**src/rtl/uart_rx_os.sv**
```systemverilog
// Oversampling UART receiver with majority voting and a one-entry valid/ready
// holding register.
// Ports:
//   i_clk, i_rst_n   system clock, async active-low reset
//   i_uart_rx        asynchronous serial line, idle high
//   o_data           received byte, stable while o_valid
//   o_valid/i_ready  holding-register handshake
//   o_frame_err      stop bit sampled low (qualifies o_data)
//   o_parity_err     parity mismatch (qualifies o_data)
//   o_overrun        one-cycle pulse when a completed frame is dropped
//   o_busy           frame in progress
module uart_rx_os #(
  parameter int unsigned CLK_FREQ   = 50_000_000,
  parameter int unsigned BAUD       = 115_200,
  parameter int unsigned OVERSAMPLE = 16,
  parameter int unsigned DATA_BITS  = 8,
  parameter int unsigned PARITY     = 0
) (
  input  logic                 i_clk,
  input  logic                 i_rst_n,
  input  logic                 i_uart_rx,
  output logic [DATA_BITS-1:0] o_data,
  output logic                 o_valid,
  input  logic                 i_ready,
  output logic                 o_frame_err,
  output logic                 o_parity_err,
  output logic                 o_overrun,
  output logic                 o_busy
);

  localparam int unsigned DIV = (CLK_FREQ + (BAUD * OVERSAMPLE) / 2) / (BAUD * OVERSAMPLE);
  localparam int unsigned PW  = (DIV > 1) ? $clog2(DIV) : 1;
  localparam int unsigned CW  = $clog2(OVERSAMPLE);
  localparam int unsigned BW  = $clog2(DATA_BITS);
  localparam int unsigned M   = OVERSAMPLE / 2;

  localparam logic [2:0] S_IDLE  = 3'd0;
  localparam logic [2:0] S_START = 3'd1;
  localparam logic [2:0] S_DATA  = 3'd2;
  localparam logic [2:0] S_PAR   = 3'd3;
  localparam logic [2:0] S_STOP  = 3'd4;

  // Elaboration-time parameter sanity checks
  if (DIV < 1) begin : g_div_check
    $error("uart_rx_os: CLK_FREQ too low for BAUD*OVERSAMPLE (DIV < 1)");
  end
  if ((OVERSAMPLE < 8) || (OVERSAMPLE % 2 != 0)) begin : g_os_check
    $error("uart_rx_os: OVERSAMPLE must be even and >= 8");
  end
  if ((DATA_BITS < 5) || (DATA_BITS > 8) || (PARITY > 2)) begin : g_fmt_check
    $error("uart_rx_os: DATA_BITS must be 5..8 and PARITY 0..2");
  end

  logic [2:0]           state, state_nxt;
  logic                 sync1, sync2, hist;
  logic [1:0]           arm;
  logic                 fall, start_edge;
  logic [PW-1:0]        presc;
  logic                 tick;
  logic [CW-1:0]        cnt, cnt_inc;
  logic                 s_lo, s_mid, decide, bit_end;
  logic                 smp_a, smp_b, vote;
  logic [DATA_BITS-1:0] shreg;
  logic [BW-1:0]        bit_idx;
  logic                 par_err, par_exp;
  logic                 frame_done;

  // Two-FF synchroniser; history only ever holds real line samples, so a line
  // that is low out of reset cannot produce a start edge.
  always_ff @(posedge i_clk or negedge i_rst_n) begin
    if (!i_rst_n) begin
      sync1 <= 1'b1;
      sync2 <= 1'b1;
      arm   <= 2'b00;
      hist  <= 1'b0;
    end else begin
      sync1 <= i_uart_rx;
      sync2 <= sync1;
      arm   <= {arm[0], 1'b1};
      hist  <= arm[1] & sync2;
    end
  end

  assign fall       = hist & ~sync2;
  assign start_edge = (state == S_IDLE) && fall;

  // Prescaler and per-bit tick counter, both realigned to the start edge
  assign tick    = (presc == PW'(DIV - 1));
  assign cnt_inc = (cnt == CW'(OVERSAMPLE - 1)) ? '0 : cnt + CW'(1);

  always_ff @(posedge i_clk or negedge i_rst_n) begin
    if (!i_rst_n) begin
      presc <= '0;
      cnt   <= '0;
    end else if (start_edge) begin
      presc <= '0;
      cnt   <= '0;
    end else begin
      presc <= tick ? '0 : presc + PW'(1);
      if (tick) cnt <= cnt_inc;
    end
  end

  // Strobes keyed on the count each tick reaches; bit_end is the wrap
  assign s_lo    = tick && (cnt_inc == CW'(M - 1));
  assign s_mid   = tick && (cnt_inc == CW'(M));
  assign decide  = tick && (cnt_inc == CW'(M + 1));
  assign bit_end = tick && (cnt_inc == '0);

  // Three-sample majority vote; third sample is the live synced line
  always_ff @(posedge i_clk or negedge i_rst_n) begin
    if (!i_rst_n) begin
      smp_a <= 1'b1;
      smp_b <= 1'b1;
    end else begin
      if (s_lo)  smp_a <= sync2;
      if (s_mid) smp_b <= sync2;
    end
  end

  assign vote    = (smp_a & smp_b) | (smp_a & sync2) | (smp_b & sync2);
  assign par_exp = (PARITY == 1) ? ~(^shreg) : ^shreg;

  // State register
  always_ff @(posedge i_clk or negedge i_rst_n) begin
    if (!i_rst_n) state <= S_IDLE;
    else          state <= state_nxt;
  end

  // Next-state logic
  always_comb begin
    state_nxt  = state;
    frame_done = 1'b0;
    case (state)
      S_IDLE:  if (fall) state_nxt = S_START;
      S_START: begin
        if (decide && vote) state_nxt = S_IDLE;
        else if (bit_end)   state_nxt = S_DATA;
      end
      S_DATA:  if (bit_end && (bit_idx == BW'(DATA_BITS - 1)))
                 state_nxt = (PARITY != 0) ? S_PAR : S_STOP;
      S_PAR:   if (bit_end) state_nxt = S_STOP;
      S_STOP:  if (decide) begin
                 state_nxt  = S_IDLE;
                 frame_done = 1'b1;
               end
      default: state_nxt = S_IDLE;
    endcase
  end

  // Frame datapath: LSB-first shift, bit index, parity check
  always_ff @(posedge i_clk or negedge i_rst_n) begin
    if (!i_rst_n) begin
      shreg   <= '0;
      bit_idx <= '0;
      par_err <= 1'b0;
    end else begin
      if (start_edge) begin
        bit_idx <= '0;
        par_err <= 1'b0;
      end
      if ((state == S_DATA) && decide)  shreg   <= {vote, shreg[DATA_BITS-1:1]};
      if ((state == S_DATA) && bit_end) bit_idx <= bit_idx + BW'(1);
      if ((state == S_PAR) && decide)   par_err <= vote ^ par_exp;
    end
  end

  // Holding register, overrun pulse and busy flag
  always_ff @(posedge i_clk or negedge i_rst_n) begin
    if (!i_rst_n) begin
      o_data       <= '0;
      o_valid      <= 1'b0;
      o_frame_err  <= 1'b0;
      o_parity_err <= 1'b0;
      o_overrun    <= 1'b0;
      o_busy       <= 1'b0;
    end else begin
      o_overrun <= 1'b0;
      o_busy    <= (state_nxt != S_IDLE);
      if (frame_done) begin
        if (!o_valid || i_ready) begin
          o_data       <= shreg;
          o_frame_err  <= ~vote;
          o_parity_err <= par_err;
          o_valid      <= 1'b1;
        end else begin
          o_overrun <= 1'b1;
        end
      end else if (o_valid && i_ready) begin
        o_valid      <= 1'b0;
        o_frame_err  <= 1'b0;
        o_parity_err <= 1'b0;
      end
    end
  end

endmodule

```
**config.mk**
```make
export PLATFORM = sky130hd
export DESIGN_NAME = uart_rx_os
export DESIGN_NICKNAME = d
export VERILOG_FILES = /design/src/rtl/uart_rx_os.sv
export SDC_FILE = /design/constraint.sdc
export NUM_CORES = 1
export LEC_CHECK = 0
export CAP_MARGIN = 15
export CORE_MARGIN = 4
export CORE_UTILIZATION = 57
export DETAILED_ROUTE_END_ITERATION = 7
export HOLD_SLACK_MARGIN = 0.12
export PLACE_DENSITY = 0.79
export SETUP_SLACK_MARGIN = 0.4
export SKIP_CTS_REPAIR_TIMING = 1
export SYNTH_ARGS = -nofsm -noshare
export SYNTH_HDL_FRONTEND = slang
export SYNTH_SLANG_ARGS = --single-unit
```
**constraint.sdc**
```tcl
create_clock -name i_clk -period 2.45 [get_ports i_clk]
set_input_delay 0.49 -clock i_clk [delete_from_list [all_inputs] [get_ports i_clk]]
set_output_delay 0.49 -clock i_clk [all_outputs]
set_load 0.01 [all_outputs]
```
==> flow_summary.json <==
{
  "path_clk_slew_ps": 70,
  "cp-end-kind": "flop",
  "rows": 21,
  "startpoint_type": "flop",
  "grt_max_degree": 45,
  "first_global_vias": 1407,
  "setup_violations": 0,
  "synth-edff-count": 0,
  "power_density_nw_per_um2": 609,
  "cts_tree": "done",
  "synth_top_area_share": 0.471,
  "cp.required_ps": 2620,
  "synth-seq-cells": 44,
  "clk_latency_ps": 290,
  "skew_ps": 7.85,
  "vias": 1464,
  "avgSynthCellArea_um2": 12.0,
  "synth_nets": 189,
  "wl_per_cell_um": 15.2,
  "arrival_ps": 2180,
  "gr-total-overflow": 0,
  "final_nets": 219,
  "yosysSeqAreaShare": 0.521,
  "dr.pass1.iters": 4,
  "drt_iter0_drc": 82,
  "yosysTopAreaCell": "dfrtp_1",
  "initial_utilization": 0.612,
  "vdd_ir_drop_max_mv": 0.393,
  "antenna_found_initial": 0,
  "synth_area_leaders": "dfrtp_1, mux2_2, dfstp_2",
  "slew_viol_final": 0,
  "area_growth_pct": 20.9,
  "synth.cell_area_um2": 2120,
  "ys.flop_type": "dfrtp_1",
  "tightest_slew_ps": 897,
  "postSynthCellCount": 177,
  "grt_pass1_wl_um": 6340,
  "timing_hold_violations_final": 0,
  "place_inst": 237,
  "final_common_cell": "dfrtp_1",
  "post-dp-hpwl_um": 2710,
  "viasPerCell": 5.76,
  "grt_use_total": 0.168,
  "place_congestion": 0.871,
  "cts.sinks": 44,
  "die_h_um": 69.0,
  "hold_path.class": "in -> async",
  "p_leak_nw": 1.15,
  "drt_wl_total_um": 3860,
  "ys_types": 46,
  "portBuffers": 16,
  "htreeDepth": 2,
  "crit_fanout": 8,
  "slew_headroom": 0.402,
  "drcViolationCount": 0,
  "ant_nets": 0,
  "dieArea_um2": 4770,
  "max_freq_mhz": 498,
  "fin_crit_ps": 2010,
  "cap_violations": 0,
  "layout-drive-gt1-share": 0.260,
  "synth_warnings": 0,
  "setup_tns_ps": 0,
  "cts_buffers": 5,
  "fill_cells": 243,
  "status": "completed",
  "fp.dieW_um": 69.0,
  "antennaDiodeCount": 0,
  "async_flop_share": 1.00,
  "timing.final.crit_share": 0.819,
  "layout.cells.non_filler": 254,
  "rsz0062_at_grt": "no",
  "final_cell_mix": "dfrtp_1, mux2_2, clkdlybuf4s50_1, nand2_1, nor2_1",
  "clockBufferDepth": 2,
  "core_um2": 3470,
  "clockRootBuffer": "clkbuf_8",
  "criticalPathCategory": "reg -> reg",
  "io_pins": 17
}
==> path summary, 6_finish.rpt <==
path                                     from                     to  slack (ps)  depth (start not counted)
min reg2reg                  arm[0]$_DFF_PN0_       arm[1]$_DFF_PN0_         360                          0
max                        cnt[1]$_DFFE_PN0P_  o_data[0]$_DFFE_PN0P_         440                          7
max reg2reg                cnt[1]$_DFFE_PN0P_  o_data[0]$_DFFE_PN0P_         440                          7
min in group i_clk           arm[0]$_DFF_PN0_       arm[1]$_DFF_PN0_         360                          0
min                                   i_rst_n    o_overrun$_DFF_PN0_         320                          1
max in group asynchronous             i_rst_n     cnt[1]$_DFFE_PN0P_        1520                          1
==> sequential cells by signal (all words and copies together) (netlist names), 2 cells and up <==
signal / flops
shreg: 8
bit_idx: 3
cnt: 4
o_data: 8
presc: 5
state: 3
arm: 2
==> through the flow <==
step	total power, mW	cell area, um^2	hold slack, ps	setup slack [ps]	util
2_1_floorplan	0.966	2120	194	430	-
3_3_place_gp	1.01	2330	334	305	0.671
3_5_place_dp	1.03	2330	345	215	0.671
4_1_cts	1.55	2430	361	186	0.702
5_1_grt	1.65	2570	369	385	0.740
6_report	1.56	2570	324	443	0.740
==> critical path, cell delays in order (launching register included) <==
cell	delay, ps
dfrtp_2	440
ha_4	190
xor2_2	180
nor2_4	210
nand3_4	140
nor3b_4	230
buf_12	150
mux2_2	330
==> per-layer routing <==
| metal | wire, um | share of wire | global-route usage | vias up |
|---|---|---|---|---|
| li1 | - | - | - | 694 |
| met1 | 1660 | 0.43 | 0.192 | 717 |
| met2 | 1880 | 0.49 | 0.282 | 44 |
| met3 | 233 | 0.060 | 0.0596 | 9 |
| met4 | 95 | 0.025 | 0.0738 | 0 |
| met5 | 0 | 0 | 0 | - |
==> cell usage after synthesis (3+ instances only) <==
cell type,n
xor2_1,5
nor2_1,12
dfstp_2,4
ha_1,8
nand2b_1,3
mux2_2,18
a21oi_1,7
xnor2_1,8
nand3_1,6
o21ai_0,4
mux2i_1,4
inv_1,7
nand2_1,13
dfrtp_1,40
nand4_1,4
==> cells by family (layout without fill, tap and decap cells) <==
family / count (synthesis) / count (layout) / share of synthesized area
other: 1 / 1 / 0.00177
buffers and inverters: 9 / 40 / 0.0165
AO/OA/AOI/OAI: 22 / 22 / 0.0725
AND/OR/NAND/NOR: 57 / 57 / 0.169
multiplexers: 22 / 22 / 0.114
adder cells (fa/ha/maj): 9 / 9 / 0.0519
XOR/XNOR: 13 / 13 / 0.0536
flip-flops: 44 / 44 / 0.521
==> cell type report <==
class	instances	area [um^2]	share of cell area
Clock buffer	7	76.3	0.0297
Clock inverter	1	30.0	0.0117
Inverter	7	26.3	0.0102
Multi-Input combinational cell	124	1020	0.397
Sequential cell	44	1110	0.432
Tap cell	46	57.6	0.0224
Timing Repair Buffer	25	248	0.0965
==> power by group <==
part           leakage [nW]  switching, mW  internal, mW  total, mW
Sequential            0.582         0.0602         0.779      0.839
Combinational         0.516          0.101        0.0979      0.198
Clock                0.0524          0.220         0.305      0.524
Total                  1.15          0.380          1.18       1.56
No activity file was read; power rests on OpenSTA's default activity.
==> patch 1: new RTL, same flow settings <==
Reset style: synchronous (`i_rst_n`), changed in 6 clocked blocks. Comments in the files are not updated.
--- a/src/rtl/uart_rx_os.sv
+++ b/src/rtl/uart_rx_os.sv
@@ -67,7 +67,7 @@
 
   // Two-FF synchroniser; history only ever holds real line samples, so a line
   // that is low out of reset cannot produce a start edge.
-  always_ff @(posedge i_clk or negedge i_rst_n) begin
+  always_ff @(posedge i_clk) begin
     if (!i_rst_n) begin
       sync1 <= 1'b1;
       sync2 <= 1'b1;
@@ -88,7 +88,7 @@
   assign tick    = (presc == PW'(DIV - 1));
   assign cnt_inc = (cnt == CW'(OVERSAMPLE - 1)) ? '0 : cnt + CW'(1);
 
-  always_ff @(posedge i_clk or negedge i_rst_n) begin
+  always_ff @(posedge i_clk) begin
     if (!i_rst_n) begin
       presc <= '0;
       cnt   <= '0;
@@ -108,7 +108,7 @@
   assign bit_end = tick && (cnt_inc == '0);
 
   // Three-sample majority vote; third sample is the live synced line
-  always_ff @(posedge i_clk or negedge i_rst_n) begin
+  always_ff @(posedge i_clk) begin
     if (!i_rst_n) begin
       smp_a <= 1'b1;
       smp_b <= 1'b1;
@@ -122,7 +122,7 @@
   assign par_exp = (PARITY == 1) ? ~(^shreg) : ^shreg;
 
   // State register
-  always_ff @(posedge i_clk or negedge i_rst_n) begin
+  always_ff @(posedge i_clk) begin
     if (!i_rst_n) state <= S_IDLE;
     else          state <= state_nxt;
   end
@@ -149,7 +149,7 @@
   end
 
   // Frame datapath: LSB-first shift, bit index, parity check
-  always_ff @(posedge i_clk or negedge i_rst_n) begin
+  always_ff @(posedge i_clk) begin
     if (!i_rst_n) begin
       shreg   <= '0;
       bit_idx <= '0;
@@ -166,7 +166,7 @@
   end
 
   // Holding register, overrun pulse and busy flag
-  always_ff @(posedge i_clk or negedge i_rst_n) begin
+  always_ff @(posedge i_clk) begin
     if (!i_rst_n) begin
       o_data       <= '0;
       o_valid      <= 1'b0;
Check against the original RTL: differs if i_rst_n is asserted again (counterexample within 10 cycles, from zero or initial values and one cycle with i_rst_n low); with i_rst_n held inactive, the same outputs for 10 cycles.
==> patch 1 against the original RTL <==
Die area decreased by 6.7%; clock skew grew 0.00087 ns; critical endpoint is now o_frame_err; design area fell by 12%; setup slack improved by 0.092 ns; core utilization is 6.3 points lower; sequential cell count is the same; worst hold slack better by 0.10 ns; wire length shrank 8.6%; area after synthesis shrank 7.5%.
Power is not compared: it rests on default switching activity, and its combinational part moved more than twofold at a synthesized area within 25%.
==> patch 1: results (changes against the original RTL) <==
* Worst hold path class: register to register
* First-pass GRT wire length at 5.740 mm (-9.5%)
* Sequential fraction of the synthesis area at 44.87% (-7.2 points)
* Synth area leaders: dfxtp_1 (45%), mux2i_1 (8.7%), nor2_1 (6.7%)
* Status: completed
* Largest net degree at the start of global routing at 23 (-49%)
* Synth Instances at 207 (+17%)
* GP Congestion at 0.9188 (+5.5%)
* Most common library cells after synthesis: dfxtp_1 (44), nor2_1 (35), mux2i_1 (17)
* Hpwl dp at 2.518 mm (-7.2%)
* DRT iter0 DRCs at 123 (+50%)
* Ys async rst share at 0% (-100 points)
* Vias in the first global route at 1334 (-5.2%)
* Clock latency on the worst-skew pair at 0.36 ns (+0.07 ns)
* Largest fanout on the critical path at 9 (+1)
* Placed insts at 264 (+11%)
* Top FF cell, synth: dfxtp_1
* DR WL/cell at 12.88 µm (-15%)
* Layout cells sized above 1 at 10.96% (-15 points)
* CTS Root Buffer Type: clkbuf_4
* R2r endpoint: o_frame_err
* Final Skew at 0.008719 ns (+0.0008690 ns)
* Nets@finish at 239 (+9.1%)
* Worst Tran Pin Value at 0.6121 ns (-0.2849 ns)
* Via count at 1516 (+3.6%)
==> patch 1: cell types whose count changed after synthesis, moves of 4 or more <==
cell	delta
dfrtp_1	-40
mux2i_1	+13
dfxtp_1	+44
dfstp_2	-4
a31oi_1	+5
mux2_2	-18
nor2_1	+23
==> patch 1: layout make-up <==
cell class | instances | area [µm²]
Timing Repair Buffer | 20 | 190.2
Sequential cell | 44 | 882.1
Fill cell | 258 | 1077
Tap cell | 46 | 57.56
Inverter | 7 | 26.28
Clock buffer | 6 | 51.30
Clock inverter | 2 | 13.76
Multi-Input combinational cell | 149 | 1039
==> patch 1: cells by family after synthesis <==
logic type               Yosys count  synth area share (%)
AND/OR/NAND/NOR                   82                 21.73
flip-flops                        44                 44.87
AO/OA/AOI/OAI                     27                 9.178
multiplexers                      17                 8.668
XOR/XNOR                          14                 6.246
buffers and inverters             14                 3.697
adder cells (fa/ha/maj)            9                 5.609
==> patch 1: per-stage QoR <==
| stage | hold slack, ns | cell area (µm²) | setup slack (ns) | total power (W) | util [%] |
|---|---|---|---|---|---|
| final | 0.4244 | 2260 | 0.5349 | 0.001141 | 67.72 |
| after global routing | 0.4634 | 2260 | 0.3877 | 0.001183 | 67.72 |
| after CTS | 0.4289 | 2215 | 0.4265 | 0.001152 | 66.37 |
| after detailed placement | 0.3992 | 2150 | 0.4403 | 0.0007770 | 64.42 |
| after global placement | 0.3890 | 2150 | 0.5123 | 0.0007751 | 64.42 |
| after floorplan | 0.3863 | 1963 | 0.7000 | 0.0007649 | - |
==> patch 1: how the worst min path moves through the flow <==
stage / to / cells past startpoint / slack, ns / start
floorplan: sync2 / 1 / 0.39 / sync1
global placement: sync2 / 1 / 0.39 / sync1
detailed placement: sync2 / 1 / 0.40 / sync1
CTS: sync2 / 1 / 0.43 / sync1
global route: sync2 / 1 / 0.46 / sync1
finish: sync2 / 1 / 0.42 / sync1
==> patch 1: critical path, stage by stage (launching register included) <==
cell,delay (ns)
dfxtp_1,0.39
ha_2,0.25
a21oi_1,0.22
o22a_2,0.31
nand4_1,0.13
buf_4,0.21
or2_0,0.21
a21oi_1,0.14
==> patch 1: power by group through the flow <==
stage / clock network [W] / logic (W) / registers (W)
3_3_place_gp: 0 / 0.0000300 / 0.000745
2_1_floorplan: 0 / 0.0000203 / 0.000745
6_report: 0.000380 / 0.0000306 / 0.000730
5_1_grt: 0.000417 / 0.0000346 / 0.000732
3_5_place_dp: 0 / 0.0000312 / 0.000746
4_1_cts: 0.000391 / 0.0000313 / 0.000730
==> patch 1: metal layers <==
metal | global-route usage [%] | part of all wire (%)
met2 | 27.10 | 46
met4 | 9.137 | 2.3
met3 | 6.071 | 7.3
met1 | 20.19 | 44
met5 | 0 | 0
==> patch 2: new RTL, same settings <==
Without the edit above. The parameter `CLK_FREQ` goes from 50_000_000 to 100_000_000.
--- a/src/rtl/uart_rx_os.sv
+++ b/src/rtl/uart_rx_os.sv
@@ -10,7 +10,7 @@
 //   o_overrun        one-cycle pulse when a completed frame is dropped
 //   o_busy           frame in progress
 module uart_rx_os #(
-  parameter int unsigned CLK_FREQ   = 50_000_000,
+  parameter int unsigned CLK_FREQ   = 100_000_000,
   parameter int unsigned BAUD       = 115_200,
   parameter int unsigned OVERSAMPLE = 16,
   parameter int unsigned DATA_BITS  = 8,
Behaviour: same outputs for any inputs over 10 cycles, from zero or initial values and one cycle with i_rst_n low; that may be too few to reach the edited logic, so the function may still have changed.
==> patch 2 against the original RTL <==
Critical path type unchanged; setup slack got worse by 0.25 ns; critical endpoint is now o_data[3]; sequential cell count rose by 1; synthesized cell count rose by 1.1%; area after synthesis fell by 0.47%; via count fell by 3.3%; largest cell class unchanged; design area rose by 2.8%; count of clock-buffer cells in the layout did not move; wire length rose by 5.9%.
Power is not compared: it rests on default switching activity, and its combinational part moved more than twofold at a synthesized area within 25%.
==> patch 2: results (changes against the original RTL) <==
* DRT iter0 DRCs at 95 (+16%)
* R2r endpoint: o_data[3]
* Pleak at 1.182 nW
* Detail Route met2 WL at 2.076 mm (+11%)
* Syn Nets at 191 (+1.1%)
* Hpwl dp at 2.887 mm (+6.4%)
* Synth area leaders: dfrtp_1 (49%), mux2_2 (9.1%), dfstp_2 (5.0%)
* Slowest CP cell: or4_4
* TritonCTS Buffers at 5 (unchanged)
* Worst Tran Pin Value at 0.5223 ns (-0.3748 ns)
* CTS H-tree depth at 2 (unchanged)
* VDD IR max at 681.9 µV
* RR Startpoint: cnt[0]
* Largest fanout on the critical path at 8 (unchanged)
* Filler instances at 230 (-5.3%)
* Cell depth of the worst flop-to-flop path at 6 (-1)
* Vias per cell at 5.527 (-4.1%)
* Drt pass-1 iters at 4 (unchanged)
* Final period util at 92.04% (+10 points)
* Largest net degree at the start of global routing at 25 (-44%)
* Uppermost routed layer: met4
* Layout cells sized above 1 at 27.14% (+1.2 points)
* Ant. Diodes at 0 (unchanged)
* All-layer global routing usage at 19.15% (+2.4 points)
* Worst R2R Setup Slack at 0.19 ns (-0.25 ns)
* Sequential fraction of the synthesis area at 53.52% (+1.4 points)
* CP arrival at 2.44 ns (+0.26 ns)
* Most common library cells after synthesis: dfrtp_1 (41), nor2_1 (21), mux2_2 (17)
* Nets@finish at 221 (+0.91%)
* Final WL at 4.090 mm (+5.9%)
* Final Skew at 0.008396 ns (+0.0005455 ns)
* GP Congestion at 0.8659 (-0.54%)
* Worst-path clk slew at 0.08 ns
* Port bufs at 16 (unchanged)
* Wl on met1 at 1.738 mm (+5.0%)
* First-pass GRT wire length at 6.486 mm (+2.3%)
* Count of cell types in the netlist at 40 (-13%)
* Status: completed
* Max incr delay on CP at 0.49 ns (+0.05 ns)
* Routed met3 length at 212 µm (-9.0%)
* Top Registers: o_data x8, shreg x8, presc x6
## patch 2: cell types whose count changed after synthesis, sizes merged, moves of 3 or more
cell and delta:
nor2 +8, a21oi -4, nand3 -4, nand2 -3, mux2i +3
## patch 2: power breakdown
group	internal, W	switching [W]	total (W)	leakage, nW
registers	0.000828	0.000105	0.000933	0.584
logic	0.000226	0.000258	0.000484	0.539
clock network	0.000332	0.000242	0.000574	0.0585
## patch 2: layer usage
metal  GRT usage (%)  vias to the layer above
met5               0                        -
met4           7.299                        0
met3           6.483                        8
met2           32.74                       44
met1           22.12                      692
li1                -                      671
## patch 2: cells by family after synthesis
| family | Yosys count | share of synthesized area, % |
|---|---|---|
| AND/OR/NAND/NOR | 58 | 15.87 |
| flip-flops | 45 | 53.52 |
| multiplexers | 24 | 12.37 |
| AO/OA/AOI/OAI | 16 | 5.092 |
| XOR/XNOR | 14 | 5.802 |
| buffers and inverters | 13 | 2.428 |
| adder cells (fa/ha/maj) | 8 | 4.737 |
| other | 1 | 0.1774 |
## patch 2: worst max path at each step
stage,start,endpoint,cells after the start
after global routing,presc[1],o_data[3],7
after CTS,cnt[0],o_busy,7
after detailed placement,cnt[0],o_busy,7
final,cnt[0],o_data[3],6
after global placement,cnt[0],o_data[4],6
after floorplan,cnt[0],o_data[0],6
## patch 2: metrics by stage
stage               setup slack, ns  cells  util [%]  hold WS [ns]  area (µm²)
floorplan                    0.1364    179         -        0.1944        2161
CTS                       -0.005572    251     72.40        0.1385        2511
global placement             0.1481    243     69.05        0.3325        2395
detailed placement          0.01449    243     69.05        0.3410        2395
global route                 0.1217    256     76.08        0.1588        2639
finish                       0.1949    256     76.08        0.1361        2639
## patch 2: area by class of cell
type / count / share of cell area (%)
multi-input combinational: 121 / 39.64
inverter: 9 / 1.375
clock inverter: 1 / 1.138
sequential: 45 / 42.96
clock buffer: 7 / 3.272
timing repair buffer: 27 / 9.436
tap: 46 / 2.181
## patch 2: worst register-to-register path, cell delays in order (launching register included)
cell and delay (ns):
dfrtp_2 0.47, ha_4 0.20, xor2_2 0.16, or4_4 0.49, nor4b_4 0.30, buf_6 0.20, mux2_4 0.32
